===== config.mk =====
export PLATFORM = sky130hd
export DESIGN_NAME = cla_adder_pipe
export DESIGN_NICKNAME = d
export VERILOG_FILES = /design/src/rtl/cla_adder_pipe.sv
export SDC_FILE = /design/constraint.sdc
export NUM_CORES = 1
export LEC_CHECK = 0
export CORE_ASPECT_RATIO = 0.9
export CORE_MARGIN = 4
export CORE_UTILIZATION = 55
export CTS_BUF_LIST = sky130_fd_sc_hd__clkbuf_16
export CTS_CLUSTER_SIZE = 24
export DETAILED_ROUTE_END_ITERATION = 8
export GPL_TIMING_DRIVEN = 0
export PLACE_DENSITY = 0.86
export SLEW_MARGIN = 20
export SYNTH_ARGS = -nofsm -noshare
export SYNTH_HDL_FRONTEND = slang
export SYNTH_SLANG_ARGS = --single-unit

===== constraint.sdc =====
create_clock -name clk -period 8.1 [get_ports clk]
set_input_delay 2.025 -clock clk [delete_from_list [all_inputs] [get_ports clk]]
set_output_delay 2.025 -clock clk [all_outputs]
set_load 0.005 [all_outputs]

===== src/rtl/cla_adder_pipe.sv =====
// cla_adder_pipe: pipelined carry-lookahead adder/subtractor built from 4-bit lookahead groups.
// Optional clamp-on-overflow mode is enabled by defining CLA_ADD_SATURATE_EN (adds the sat input).
module cla_adder_pipe #(
  parameter int WIDTH  = 32,
  parameter int STAGES = 2
) (
  input  logic             clk,
  input  logic             rst_n,
  input  logic             in_valid,
  output logic             in_ready,
  input  logic [WIDTH-1:0] a,
  input  logic [WIDTH-1:0] b,
  input  logic             sub,
  input  logic             cin,
`ifdef CLA_ADD_SATURATE_EN
  input  logic             sat,
`endif
  output logic             out_valid,
  input  logic             out_ready,
  output logic [WIDTH-1:0] sum,
  output logic             cout,
  output logic             ovf,
  output logic             zero
);
  localparam int NG  = WIDTH / 4;
  localparam int GPS = NG / STAGES;
  localparam int SW  = 4 * GPS;

  // Returns {carry_out, sum[3:0]}; carry_out formed from group G/P, not rippled.
  function automatic logic [4:0] cla4(input logic [3:0] x, input logic [3:0] y, input logic ci);
    logic [3:0] g, p, c;
    logic       gg, pp;
    g    = x & y;
    p    = x ^ y;
    c[0] = ci;
    c[1] = g[0] | (p[0] & ci);
    c[2] = g[1] | (p[1] & g[0]) | (p[1] & p[0] & ci);
    c[3] = g[2] | (p[2] & g[1]) | (p[2] & p[1] & g[0]) | (p[2] & p[1] & p[0] & ci);
    gg   = g[3] | (p[3] & g[2]) | (p[3] & p[2] & g[1]) | (p[3] & p[2] & p[1] & g[0]);
    pp   = &p;
    return {gg | (pp & ci), p ^ c};
  endfunction

  logic [STAGES:0]   rdy;
  logic [STAGES-1:0] vld;

  assign rdy[STAGES] = out_ready;
  assign in_ready    = rdy[0];
  assign out_valid   = vld[STAGES-1];

  for (genvar gi = 0; gi < STAGES; gi++) begin : g_stage
    // Operand bits not yet consumed when entering this stage.
    localparam int RIN = WIDTH - gi * SW;

    logic [RIN-1:0]         a_in, bx_in;
    logic                   c_in, v_in, v_q, c_out, cc;
    logic [SW-1:0]          gsum;
    logic [(gi+1)*SW-1:0]   nsum;
    logic [4:0]             t;
`ifdef CLA_ADD_SATURATE_EN
    logic                   sat_in;
`endif

    if (gi == 0) begin : g_src
      assign a_in  = a;
      assign bx_in = b ^ {WIDTH{sub}};
      assign c_in  = sub | cin;
      assign v_in  = in_valid;
      assign nsum  = gsum;
`ifdef CLA_ADD_SATURATE_EN
      assign sat_in = sat;
`endif
    end else begin : g_src
      assign a_in  = g_stage[gi-1].g_mid.a_q;
      assign bx_in = g_stage[gi-1].g_mid.bx_q;
      assign c_in  = g_stage[gi-1].g_mid.c_q;
      assign v_in  = vld[gi-1];
      assign nsum  = {gsum, g_stage[gi-1].g_mid.sum_q};
`ifdef CLA_ADD_SATURATE_EN
      assign sat_in = g_stage[gi-1].g_mid.sat_q;
`endif
    end

    always_comb begin
      cc   = c_in;
      gsum = '0;
      t    = '0;
      for (int j = 0; j < GPS; j++) begin
        t              = cla4(a_in[j*4 +: 4], bx_in[j*4 +: 4], cc);
        gsum[j*4 +: 4] = t[3:0];
        cc             = t[4];
      end
      c_out = cc;
    end

    assign rdy[gi] = ~v_q | rdy[gi+1];
    assign vld[gi] = v_q;

    always_ff @(posedge clk or negedge rst_n) begin
      if (!rst_n)       v_q <= 1'b0;
      else if (rdy[gi]) v_q <= v_in;
    end

    if (gi < STAGES - 1) begin : g_mid
      logic [RIN-SW-1:0]    a_q, bx_q;
      logic [(gi+1)*SW-1:0] sum_q;
      logic                 c_q;
`ifdef CLA_ADD_SATURATE_EN
      logic                 sat_q;
`endif
      always_ff @(posedge clk or negedge rst_n) begin
        if (!rst_n) begin
          a_q   <= '0;
          bx_q  <= '0;
          sum_q <= '0;
          c_q   <= 1'b0;
`ifdef CLA_ADD_SATURATE_EN
          sat_q <= 1'b0;
`endif
        end else if (rdy[gi] && v_in) begin
          a_q   <= a_in[RIN-1:SW];
          bx_q  <= bx_in[RIN-1:SW];
          sum_q <= nsum;
          c_q   <= c_out;
`ifdef CLA_ADD_SATURATE_EN
          sat_q <= sat_in;
`endif
        end
      end
    end else begin : g_last
      logic [WIDTH-1:0] fsum, sum_q;
      logic             ovf_w, cout_q, ovf_q, zero_q;

      // Flags and clamp are resolved before the final register so outputs are stable under stall.
      always_comb begin
        ovf_w = (a_in[RIN-1] == bx_in[RIN-1]) & (nsum[WIDTH-1] != a_in[RIN-1]);
        fsum  = nsum;
`ifdef CLA_ADD_SATURATE_EN
        if (sat_in && ovf_w)
          fsum = a_in[RIN-1] ? {1'b1, {(WIDTH-1){1'b0}}} : {1'b0, {(WIDTH-1){1'b1}}};
`endif
      end

      always_ff @(posedge clk or negedge rst_n) begin
        if (!rst_n) begin
          sum_q  <= '0;
          cout_q <= 1'b0;
          ovf_q  <= 1'b0;
          zero_q <= 1'b0;
        end else if (rdy[gi] && v_in) begin
          sum_q  <= fsum;
          cout_q <= c_out;
          ovf_q  <= ovf_w;
          zero_q <= (fsum == '0);
        end
      end

      assign sum  = sum_q;
      assign cout = cout_q;
      assign ovf  = ovf_q;
      assign zero = zero_q;
    end
  end
endmodule

=== Word-level counts from Yosys, hierarchy flattened ===
Cells that the tools add are included.

* Reductions and logical operators: 11
* Bitwise logic cells: 231
* Equality and inequality tests: 2

{| class="wikitable"
|+ Operator list
! cell !! number
|-
| 1-bit bitwise AND || 121
|-
| 1-bit bitwise OR || 83
|-
| 4-bit XOR || 16
|-
| 4-bit bitwise AND || 8
|-
| 32-bit zero test || 1
|-
| 4-bit AND reduction || 8
|-
| 32-bit XOR || 1
|-
| 1-bit logical AND || 2
|-
| 1-bit NOT || 2
|-
| 1-bit == test || 1
|-
| 1-bit != test || 1
|}

* Output and inout bits: 37
* Word-level logic and storage cells: 254
* Input port bits: 70
* Flip-flop bits (word level): 86

=== Depth between registers and ports, before layout ===
Gate-level depths: netlist (run 1).

* Depth in word-level cells: 15
* Depth in mapped cells: 12
* Gate-level depth less buffers: 10

=== Worst setup path after synthesis (run 1) ===
No wires, ideal clock.

* Path type: input-to-reg
* Start: in sub
* End: reg g_stage[0].g_mid.sum_q[12]
* Buffers on the path: 2
* Data arrival time: 4.795 ns
* Setup slack: 3.222 ns
* Data required time: 8.017 ns
* Cell stages on the path: 10
* Library setup time: 0.083 ns
* Cell sequence: buf_2 > buf_1 > xor2_1 > ha_1 > a21o_1 > or4b_2 > a31oi_1 > o31a_1 > fa_1 > o21ai_0

* Cells in the longest elaborated chain, start to end: 12
* Elaborated cells between the ends (all ways): 43
* Classes of those cells: 40 x bitwise; 3 x reduce/logical

{| class="wikitable"
|+ Ends and longest elaborated chain
! what !! RTL line !! RTL
|-
| from (decl) || 13 || <nowiki>input logic sub,</nowiki>
|-
| 32-bit XOR || 66 || <nowiki>assign bx_in = b ^ {WIDTH{sub}};</nowiki>
|-
| 4-bit XOR / 4-bit bitwise AND (equally long branches) || 34, 33 ||
|-
| 1-bit bitwise AND || 39 || <nowiki>gg = g[3] | (p[3] & g[2]) | (p[3] & p[2] & g[1]) | (p[3] & p[2] & p[1] & g[0]);</nowiki>
|-
| 1-bit bitwise OR / 1-bit bitwise AND (equally long branches) (2 in a row) || 39 ||
|-
| 1-bit bitwise OR || 39 ||
|-
| 1-bit bitwise OR || 41 || <nowiki>return {gg | (pp & ci), p ^ c};</nowiki>
|-
| 1-bit bitwise AND || 41 ||
|-
| 1-bit bitwise OR || 41 ||
|-
| 1-bit bitwise AND || 41 ||
|-
| 1-bit bitwise OR || 41 ||
|-
| 4-bit XOR * || 41 ||
|-
| to (signal assigned) || 123 || <nowiki>sum_q <= nsum;</nowiki>
|-
| to (decl) || 106 || <nowiki>logic [(gi+1)*SW-1:0] sum_q;</nowiki>
|}

Mark *: on every way between the ends. The rest lies on a longest branch, timed or not.
A chain may end at the register's enable or synchronous reset.

=== Worst setup path in the final report (run 1) ===
* Start: in sub
* End: reg g_stage[0].g_mid.sum_q[9]

* Cells in the longest elaborated chain, start to end: 12
* Elaborated cells between the ends (all ways): 33
* Classes of those cells: 31 x bitwise; 2 x reduce/logical

{| class="wikitable"
|+ Ends and longest elaborated chain
! what !! RTL line !! RTL
|-
| 32-bit XOR || 66 ||
|-
| 4-bit XOR / 4-bit bitwise AND (equally long branches) || 34, 33 ||
|-
| 1-bit bitwise AND || 39 ||
|-
| 1-bit bitwise OR / 1-bit bitwise AND (equally long branches) (2 in a row) || 39 ||
|-
| 1-bit bitwise OR || 39 ||
|-
| 1-bit bitwise OR || 41 ||
|-
| 1-bit bitwise AND || 41 ||
|-
| 1-bit bitwise OR || 41 ||
|-
| 1-bit bitwise AND || 36 || <nowiki>c[1] = g[0] | (p[0] & ci);</nowiki>
|-
| 1-bit bitwise OR || 36 ||
|-
| 4-bit XOR * || 41 ||
|}

Marks and branches as above.

==> impl_metrics.toml, run 1 <==
[layout]
instances_no_fill = 694
final_common_cell = "clkdlybuf4s50_1"
drive_above_1_share = 0.104
num-fill-cells = 582
area_growth_pct = 31.6
nets = 680
n_antenna_cell = 0
layout_common_cells = "clkdlybuf4s50_1 (104), dfrtp_1 (86), nand2_1 (57)"

[critical_path]
startpoint_type = "input pin"
r2r_start = "g_stage[0].g_mid.a_q[3]"
end_kind = "flop"
reg2reg_slack_ps = 4510
crit_buf_inv = 2
critPathMaxFanout = 10
crit_required_ps = 8330
arrival_ps = 5420
crit_family = "compound AO/OA/AOI/OAI gates"
crit_top_cell = "o21ai_0"
slowest_delay_ps = 580
path_cells = "buf_2 -> buf_1 -> xor2_1 -> ha_1 -> nand2_1 -> o21ai_0 -> a31oi_1 -> o21ai_0 -> nor2_1 -> fa_1 -> xor2_1 -> o21ai_0"
r2r_cells = 10
path_class = "input pin to flop"
slowest_stage = "buf_1"
r2r-end = "zero"

[timing]
post-route-min-period_ps = 5190
fin_crit_sh = 0.641
relSlewSlack = 0.509
hold_viol = 0
worst_clock_skew_ps = 7.80
rsz0062_at_grt = "no"
worst_pin_slew_ps = 736
setup_viol = 0
fmax_ghz = 0.193
report.final.slew_viol_count = 0
tns_ps = 0

[die]
fp.dieW_microns = 107
dieArea_sq_mm = 0.0104
die_h_microns = 97.0
ios = 107
start_util = 0.565
core_sq_mm = 0.00857
rows = 32

[clock_tree]
cts_setup_buffers = 0
postCtsResizedCells = 0
clock_latency_ps = 340
cts_sinks = 86
cts.htree.levels = 3
cts.clk_slew.worst_paths_ps = 60
cts_tree = "built"
postCtsHoldBufs = 0
cts_buffer_depth = 2
cts-root-buf = "clkbuf_16"
cts_made_buffers = 9

[detailed_routing]
drtPass1Iterations = 4
wl_per_cell_microns = 17.4
vias_per_cell = 5.59
dr_wl_met3_microns = 780
drc = 0
vias = 3876
met2WireLength_mm = 6.02
dr.first_iter.drc_count = 183
wirelength_mm = 12.1
highest_layer = "met4"
antenna_left = 0
met1_length_mm = 5.07

[logic_synthesis]
syn_inst = 453
async_flop_share = 1.00
ys_types = 46
ys_seq_elements = 86
ys_warn_count = 0
synth_edf_count = 0
ys_seq_area_frac = 0.444
postSynthAreaPerCell_sq_um = 10.7
synth_area_sq_mm = 0.00484
synthesis.nets = 563
synth_ff_type = "dfrtp_1"

[global_route]
grt.total_usage = 0.240
antenna_found_initial = 0
grt_pass1_vias = 4012
grt_pass1_wl_mm = 19.6
gr-total-overflow = 0
grt_max_degree = 45

[power]
p_sw_frac = 0.324
p_sw_uw = 565
p_seq_frac = 0.370
power.share.combinational = 0.379
power.total_uw = 1750
p_int_uw = 1180
ir_drop_mv = 0.112
leakage_uw = 0.00282
power_density_mw_per_mm2 = 274
pwr-share-clk = 0.250

[outcome]
status = "completed"

[place]
gp_congestion = 0.827
port_buffers = 105
hpwl_mm = 9.32
numPlacedInstances = 678

[worst_hold_path]
hold_path_class = "flop to flop"
min-delay-start = "sum[26]"
min_to = "sum[26]"
min_path_cells = 2

[job]
drv_cap = 0
## synthesized netlist by cell type (2+ instances only)
cell | count | share of area
a211oi_1 | 3 | 0.0046
a21o_1 | 7 | 0.011
a21oi_1 | 15 | 0.015
a31oi_1 | 3 | 0.0039
and2_1 | 3 | 0.0039
and3_1 | 2 | 0.0026
buf_1 | 5 | 0.0039
clkbuf_1 | 11 | 0.0085
dfrtp_1 | 86 | 0.44
fa_1 | 8 | 0.033
ha_1 | 32 | 0.083
inv_1 | 15 | 0.012
mux2_2 | 35 | 0.081
mux2i_1 | 3 | 0.0062
nand2_1 | 57 | 0.044
nand2b_1 | 6 | 0.0078
nand3_1 | 2 | 0.0021
nand4_1 | 2 | 0.0026
nor2_1 | 13 | 0.010
nor3_1 | 5 | 0.0052
nor4_1 | 4 | 0.0052
o21ai_0 | 49 | 0.051
o21bai_1 | 3 | 0.0046
o31ai_1 | 4 | 0.0062
o41ai_1 | 2 | 0.0036
xnor2_1 | 23 | 0.042
xor2_1 | 36 | 0.065
## cell type report
| type | count | area [sq um] | share of cell area |
|---|---|---|---|
| inverters | 16 | 60.1 | 0.00942 |
| repair buffers | 106 | 1070 | 0.168 |
| multi-input cells | 334 | 2570 | 0.402 |
| well taps | 119 | 149 | 0.0234 |
| flip-flops and latches | 86 | 2150 | 0.338 |
| clock buffers | 9 | 225 | 0.0353 |
| plain buffers | 17 | 65.1 | 0.0102 |
| clock inverters | 7 | 90.1 | 0.0141 |
## sequential cells by signal, indices dropped and copies added (netlist names)
register             count
cout                     1
g_stage.g_mid.a_q       16
g_stage.g_mid.bx_q      16
g_stage.g_mid.c_q        1
g_stage.g_mid.sum_q     16
g_stage.v_q              1
out_valid                1
ovf                      1
sum                     32
zero                     1
## power by group through the flow
| stage | Sequential [uW] | Clock (uW) | Combinational [uW] |
|---|---|---|---|
| after floorplan | 631 | 0 | 348 |
| after global placement | 643 | 0 | 619 |
| after detailed placement | 651 | 0 | 651 |
| after CTS | 645 | 436 | 662 |
| after global routing | 660 | 456 | 722 |
| final | 646 | 437 | 662 |
## per-layer routing
layer  track usage  vias to the layer above
li1              -                     1817
met1         0.303                     1909
met2         0.407                      129
met3        0.0520                       21
met4        0.0836                        0
met5             0                        -
## logic make-up after synthesis
| kind of cell | after synthesis | share of synthesized area |
|---|---|---|
| compound gates | 96 | 0.125 |
| buf+inv | 33 | 0.0258 |
| mux | 38 | 0.0876 |
| flops | 86 | 0.444 |
| simple gates | 101 | 0.0953 |
| xor+xnor | 59 | 0.107 |
| fa+ha+maj | 40 | 0.116 |
## worst reg2reg max path, stage by stage (launching register included)
cell and delay [ps]:
dfrtp_1 390, ha_1 380, and2_4 200, a221oi_2 360, a32o_2 300, o21ai_0 160, fa_1 480, nor4_1 210
nand4b_1 150, or4_1 550, o41ai_2 320
## worst max path at each step
stage,cells past startpoint,end,from,slack [ps]
floorplan,10,g_stage[0].g_mid.sum_q[12],sub,3220
global placement,1,sum[7],rst_n,2130
detailed placement,12,g_stage[0].g_mid.sum_q[9],sub,2690
CTS,3,in_ready,out_ready,2920
global route,12,g_stage[0].g_mid.sum_q[9],sub,2670
finish,12,g_stage[0].g_mid.sum_q[9],sub,2910
## metrics by stage
step,setup WS (ps),hold slack [ps],cell area [sq um],util
2_1_floorplan,3220,454,4840,-
3_3_place_gp,2130,463,6040,0.705
3_5_place_dp,2690,473,6060,0.707
4_1_cts,2920,486,6380,0.744
5_1_grt,2670,508,6380,0.744
6_report,2910,480,6380,0.744
Note: power is estimated with default switching activity, not from simulation.
==> run 2: changes to the inputs <==
--- a/config.mk
+++ b/config.mk
@@ -7,12 +7,12 @@
 export LEC_CHECK = 0
 export CORE_ASPECT_RATIO = 0.9
 export CORE_MARGIN = 4
-export CORE_UTILIZATION = 55
+export CORE_UTILIZATION = 51
 export CTS_BUF_LIST = sky130_fd_sc_hd__clkbuf_16
 export CTS_CLUSTER_SIZE = 24
 export DETAILED_ROUTE_END_ITERATION = 8
 export GPL_TIMING_DRIVEN = 0
-export PLACE_DENSITY = 0.86
+export PLACE_DENSITY = 0.81
 export SLEW_MARGIN = 20
 export SYNTH_ARGS = -nofsm -noshare
 export SYNTH_HDL_FRONTEND = slang
==> constraint.sdc (replaced) <==
create_clock -name clk -period 5.23 [get_ports clk]
set_input_delay 1.3075 -clock clk [delete_from_list [all_inputs] [get_ports clk]]
set_output_delay 1.3075 -clock clk [all_outputs]
set_load 0.005 [all_outputs]
==> impl_metrics.toml, run 2 (synthesized netlist as in run 1, its figures left out) <==
[power]
leakage_uw = 0.00280
pwr-share-clk = 0.240
p_sw_frac = 0.325
ir_drop_mv = 0.200
power.share.combinational = 0.383
p_int_uw = 1780
p_seq_frac = 0.378
power_density_mw_per_mm2 = 415
p_sw_uw = 860

[place]
numPlacedInstances = 681
hpwl_mm = 9.24
dpl_worst_slack_ps = 622
gp_congestion = 0.866
port_buffers = 105

[timing]
relSlewSlack = 0.523
post-route-min-period_ps = 4300
rsz0062_at_grt = "no"
fmax_ghz = 0.233
hold_viol = 0
tns_ps = 0
setup_viol = 0
fin_crit_sh = 0.821
worst_clock_skew_ps = 6.92
setup_ws_ps = 934
worst_pin_slew_ps = 716
report.final.slew_viol_count = 0

[clock_tree]
cts.clk_slew.worst_paths_ps = 60
cts_setup_buffers = 0
cts_sinks = 86
cts-root-buf = "clkbuf_16"
cts.htree.levels = 3
cts_buffer_depth = 2
cts_tree = "built"
postCtsHoldBufs = 0
cts_made_buffers = 9
postCtsResizedCells = 0
clock_latency_ps = 340

[critical_path]
arrival_ps = 4500
critPathMaxFanout = 10
path_class = "input pin to flop"
slowest_stage = "buf_1"
crit_top_cell = "o21ai_0"
slowest_delay_ps = 570
path_cells = "buf_2 -> buf_1 -> xor2_1 -> ha_1 -> nand2_1 -> o21ai_0 -> a31oi_1 -> o21ai_0 -> nor2_1 -> fa_1 -> xor2_1 -> o21ai_0"
startpoint_type = "input pin"
crit_required_ps = 5440
end_kind = "flop"

[global_route]
grt_pass1_vias = 4037
grt_pass1_wl_mm = 19.5
grt.total_usage = 0.219
antenna_found_initial = 0
grt_max_degree = 46
gr-total-overflow = 0

[layout]
layout_common_cells = "clkdlybuf4s50_1 (104), dfrtp_1 (86), nand2_1 (57)"
n_antenna_cell = 0
area_growth_pct = 31.4
instances_no_fill = 697
nets = 680
drive_above_1_share = 0.106
final_common_cell = "clkdlybuf4s50_1"
largest_reg_flops = 32
num-fill-cells = 665
fin_util = 0.691

[detailed_routing]
dr.first_iter.drc_count = 162
wl_per_cell_microns = 16.8
vias_per_cell = 5.55
antenna_left = 0
drc = 0
drtPass1Iterations = 4
vias = 3867
wirelength_mm = 11.7

[job]
drv_cap = 0

[outcome]
status = "completed"

[die]
dieArea_sq_mm = 0.0111
rows = 33
core_sq_mm = 0.00921
start_util = 0.526
die_h_microns = 100
fp.dieW_microns = 111
ios = 107

[worst_hold_path]
hold_path_class = "flop to flop"
## run 2: cell count changes in the layout (fill, tap and decap cells not counted)
cell | before | now
clkinv_2 | 2 | 1
clkinvlp_4 | 1 | 3
clkinv_4 | 1 | 2
bufinv_16 | 2 | 1
inv_1 | 16 | 15
## run 2: power by group through the flow
stage	Clock (uW)	Combinational [uW]	Sequential (uW)
6_report	633	1010	997
5_1_grt	672	1110	1020
4_1_cts	639	1010	997
3_5_place_dp	0	1000	1010
3_3_place_gp	0	962	996
2_1_floorplan	0	539	977
## run 2: worst max-delay path, delay by kind of cell
| family | cells | cell delay [ps] |
|---|---|---|
| AOI/OAI and AO/OA | 4 | 1220 |
| xor gates and xnor gates | 2 | 350 |
| and+or+nand+nor | 2 | 180 |
| adders and majority gates | 2 | 740 |
| buffers and inverters | 2 | 710 |
## run 2: final cells by class
cell class	instances	area [sq um]	share of cell area
Buffer	17	65.1	0.0102
Clock buffer	9	225	0.0354
Clock inverter	7	75.1	0.0118
Inverter	16	60.1	0.00944
Multi-Input combinational cell	334	2570	0.403
Sequential cell	86	2150	0.338
Tap cell	122	153	0.0240
Timing Repair Buffer	106	1070	0.168
## run 2: final timing paths
kind | from | to | slack, ps | depth (start not counted)
max | sub | g_stage[0].g_mid.sum_q[9] | 930 | 12
min | sum[27] | sum[27] | 480 | 2
max reg2reg | g_stage[0].g_mid.a_q[3] | zero | 1610 | 10
min reg2reg | sum[27] | sum[27] | 480 | 2
max in group asynchronous | rst_n | sum[3] | 3650 | 2
min in group asynchronous | rst_n | g_stage[0].g_mid.bx_q[3] | 960 | 1
## run 2: stage by stage
step / cell area [sq um] / power, uW / hold slack, ps
finish: 6360 / 2640 / 477
global route: 6360 / 2800 / 505
CTS: 6360 / 2650 / 485
detailed placement: 6060 / 2010 / 472
global placement: 6050 / 1960 / 463
floorplan: 4840 / 1520 / 454
## run 2: metal layers
layer  GRT usage  routed length (microns)  up-vias
li1            -                        -     1814
met1       0.280                     5130     1874
met2       0.365                     5540      144
met3      0.0480                      692       35
met4      0.0938                      364        0
met5           0                        0        -
==> run 3: changes to the inputs <==
--- a/config.mk
+++ b/config.mk
@@ -7,12 +7,12 @@
 export LEC_CHECK = 0
 export CORE_ASPECT_RATIO = 0.9
 export CORE_MARGIN = 4
-export CORE_UTILIZATION = 51
+export CORE_UTILIZATION = 46
 export CTS_BUF_LIST = sky130_fd_sc_hd__clkbuf_16
 export CTS_CLUSTER_SIZE = 24
 export DETAILED_ROUTE_END_ITERATION = 8
 export GPL_TIMING_DRIVEN = 0
-export PLACE_DENSITY = 0.81
+export PLACE_DENSITY = 0.77
 export SLEW_MARGIN = 20
 export SYNTH_ARGS = -nofsm -noshare
 export SYNTH_HDL_FRONTEND = slang
==> constraint.sdc (replaced) <==
create_clock -name clk -period 3.65 [get_ports clk]
set_input_delay 0.9125 -clock clk [delete_from_list [all_inputs] [get_ports clk]]
set_output_delay 0.9125 -clock clk [all_outputs]
set_load 0.005 [all_outputs]
==> impl_metrics.toml, run 3 (synthesized netlist as in run 1, its figures left out) <==
[die]
fp.dieW_microns = 116
ios = 107
core_sq_mm = 0.0102
die_h_microns = 105
dieArea_sq_mm = 0.0122
start_util = 0.473
rows = 35

[layout]
final_common_cell = "clkdlybuf4s50_1"
nets = 681
drive_above_1_share = 0.106
num-fill-cells = 844
n_antenna_cell = 0
largest_reg_flops = 32
multi_input_area_sq_mm = 0.00258
layout_common_cells = "clkdlybuf4s50_1 (104), dfrtp_1 (86), nand2_1 (57)"
final-seq-area_sq_mm = 0.00215
instances_no_fill = 705
fin_area_sq_mm = 0.00639
area_growth_pct = 32.0

[place]
hpwl_mm = 9.41
postPlaceCellArea_sq_mm = 0.00608
numPlacedInstances = 688
gp_congestion = 0.874
dpl_worst_slack_ps = -245
port_buffers = 105

[timing]
setup_ws_ps = 116
setup_viol = 0
worst_pin_slew_ps = 693
hold_viol = 0
worst_clock_skew_ps = 7.68
post-route-min-period_ps = 3530
fmax_ghz = 0.283
tns_ps = 0
fin_crit_sh = 0.968
report.final.slew_viol_count = 0
relSlewSlack = 0.538
rsz0062_at_grt = "no"

[clock_tree]
cts_sinks = 86
cts_buffer_depth = 2
cts-root-buf = "clkbuf_16"
clock_latency_ps = 330
cts_tree = "built"
cts_made_buffers = 9
cts.htree.levels = 3
cts.clk_slew.worst_paths_ps = 60
postCtsHoldBufs = 0

[detailed_routing]
dr.first_iter.drc_count = 257
antenna_left = 0
vias = 3771
drc = 0
vias_per_cell = 5.35
drtPass1Iterations = 5
dr_wl_met3_microns = 703
met2WireLength_mm = 5.70
wirelength_mm = 11.8
wl_per_cell_microns = 16.7
met1_length_mm = 5.13
highest_layer = "met4"

[critical_path]
slowest_delay_ps = 550
reg2reg_slack_ps = 120
r2r_start = "g_stage[0].g_mid.a_q[3]"
r2r_cells = 10
startpoint_type = "flop"
crit_buf_inv = 0
crit_required_ps = 3880
path_class = "flop to flop"
r2r-end = "zero"
arrival_ps = 3760
slowest_stage = "or4_1"
end_kind = "flop"
critPathMaxFanout = 4
crit_family = "simple AND/OR/NAND/NOR gates"
path_cells = "ha_1 -> and2_4 -> a221oi_4 -> a32o_2 -> o21ai_1 -> fa_1 -> nor4_1 -> nand4b_1 -> or4_1 -> o41ai_2"

[global_route]
grt_pass1_wl_mm = 19.1
grt_max_degree = 47
gr-total-overflow = 0
antenna_found_initial = 0
grt_pass1_vias = 3947
grt.total_usage = 0.200

[power]
leakage_uw = 0.00282
ir_drop_mv = 0.359
power.total_uw = 3780
power_density_mw_per_mm2 = 591

[worst_hold_path]
hold_path_class = "flop to flop"
min-delay-start = "sum[30]"
min_path_cells = 2
min_to = "sum[30]"

[outcome]
status = "completed"

[job]
drv_cap = 0
-- run 3: routing by layer --
layer | up-vias | track usage
li1 | 1821 | -
met1 | 1833 | 0.267
met2 | 104 | 0.327
met3 | 13 | 0.0350
met4 | 0 | 0.0688
met5 | - | 0
-- run 3: layout make-up --
| type | instances | share of cell area |
|---|---|---|
| well taps | 129 | 0.0253 |
| clock inverters | 7 | 0.00901 |
| flip-flops and latches | 86 | 0.337 |
| clock buffers | 9 | 0.0352 |
| inverters | 16 | 0.00940 |
| plain buffers | 17 | 0.0106 |
| multi-input cells | 334 | 0.404 |
| repair buffers | 107 | 0.170 |
-- run 3: worst min-delay path, delay by kind of cell (launching register included) --
family	cells	cell delay, ps
AND/OR/NAND/NOR	1	40
flip-flops	1	340
AO/OA/AOI/OAI	1	60
-- run 3: what timing repair did --
item / CTS / global route
hold endpoints to repair: 0 / 0
resized for setup: 0 / 5
buffers inserted: 0 / 1
endpoints found under the setup margin: 0 / 5
-- run 3: worst max path at each step --
stage / startpoint / to / slack [ps] / depth (start not counted)
after detailed placement: sub / g_stage[0].g_mid.sum_q[9] / -250 / 12
after floorplan: sub / g_stage[0].g_mid.sum_q[12] / 90 / 10
after global placement: rst_n / sum[11] / -1240 / 1
after CTS: g_stage[0].g_mid.a_q[3] / zero / 40 / 10
final: g_stage[0].g_mid.a_q[3] / zero / 120 / 10
after global routing: g_stage[0].g_mid.a_q[3] / zero / 0.3 / 10
-- run 3: power breakdown --
part,internal [uW],switching (uW)
combinational,804,668
clock,519,352
sequential,1230,201
-- run 3: per-stage QoR --
step           hold slack, ps  utilization
2_1_floorplan             454            -
3_3_place_gp              462        0.591
3_5_place_dp              470        0.594
4_1_cts                   482        0.621
5_1_grt                   516        0.624
6_report                  476        0.624
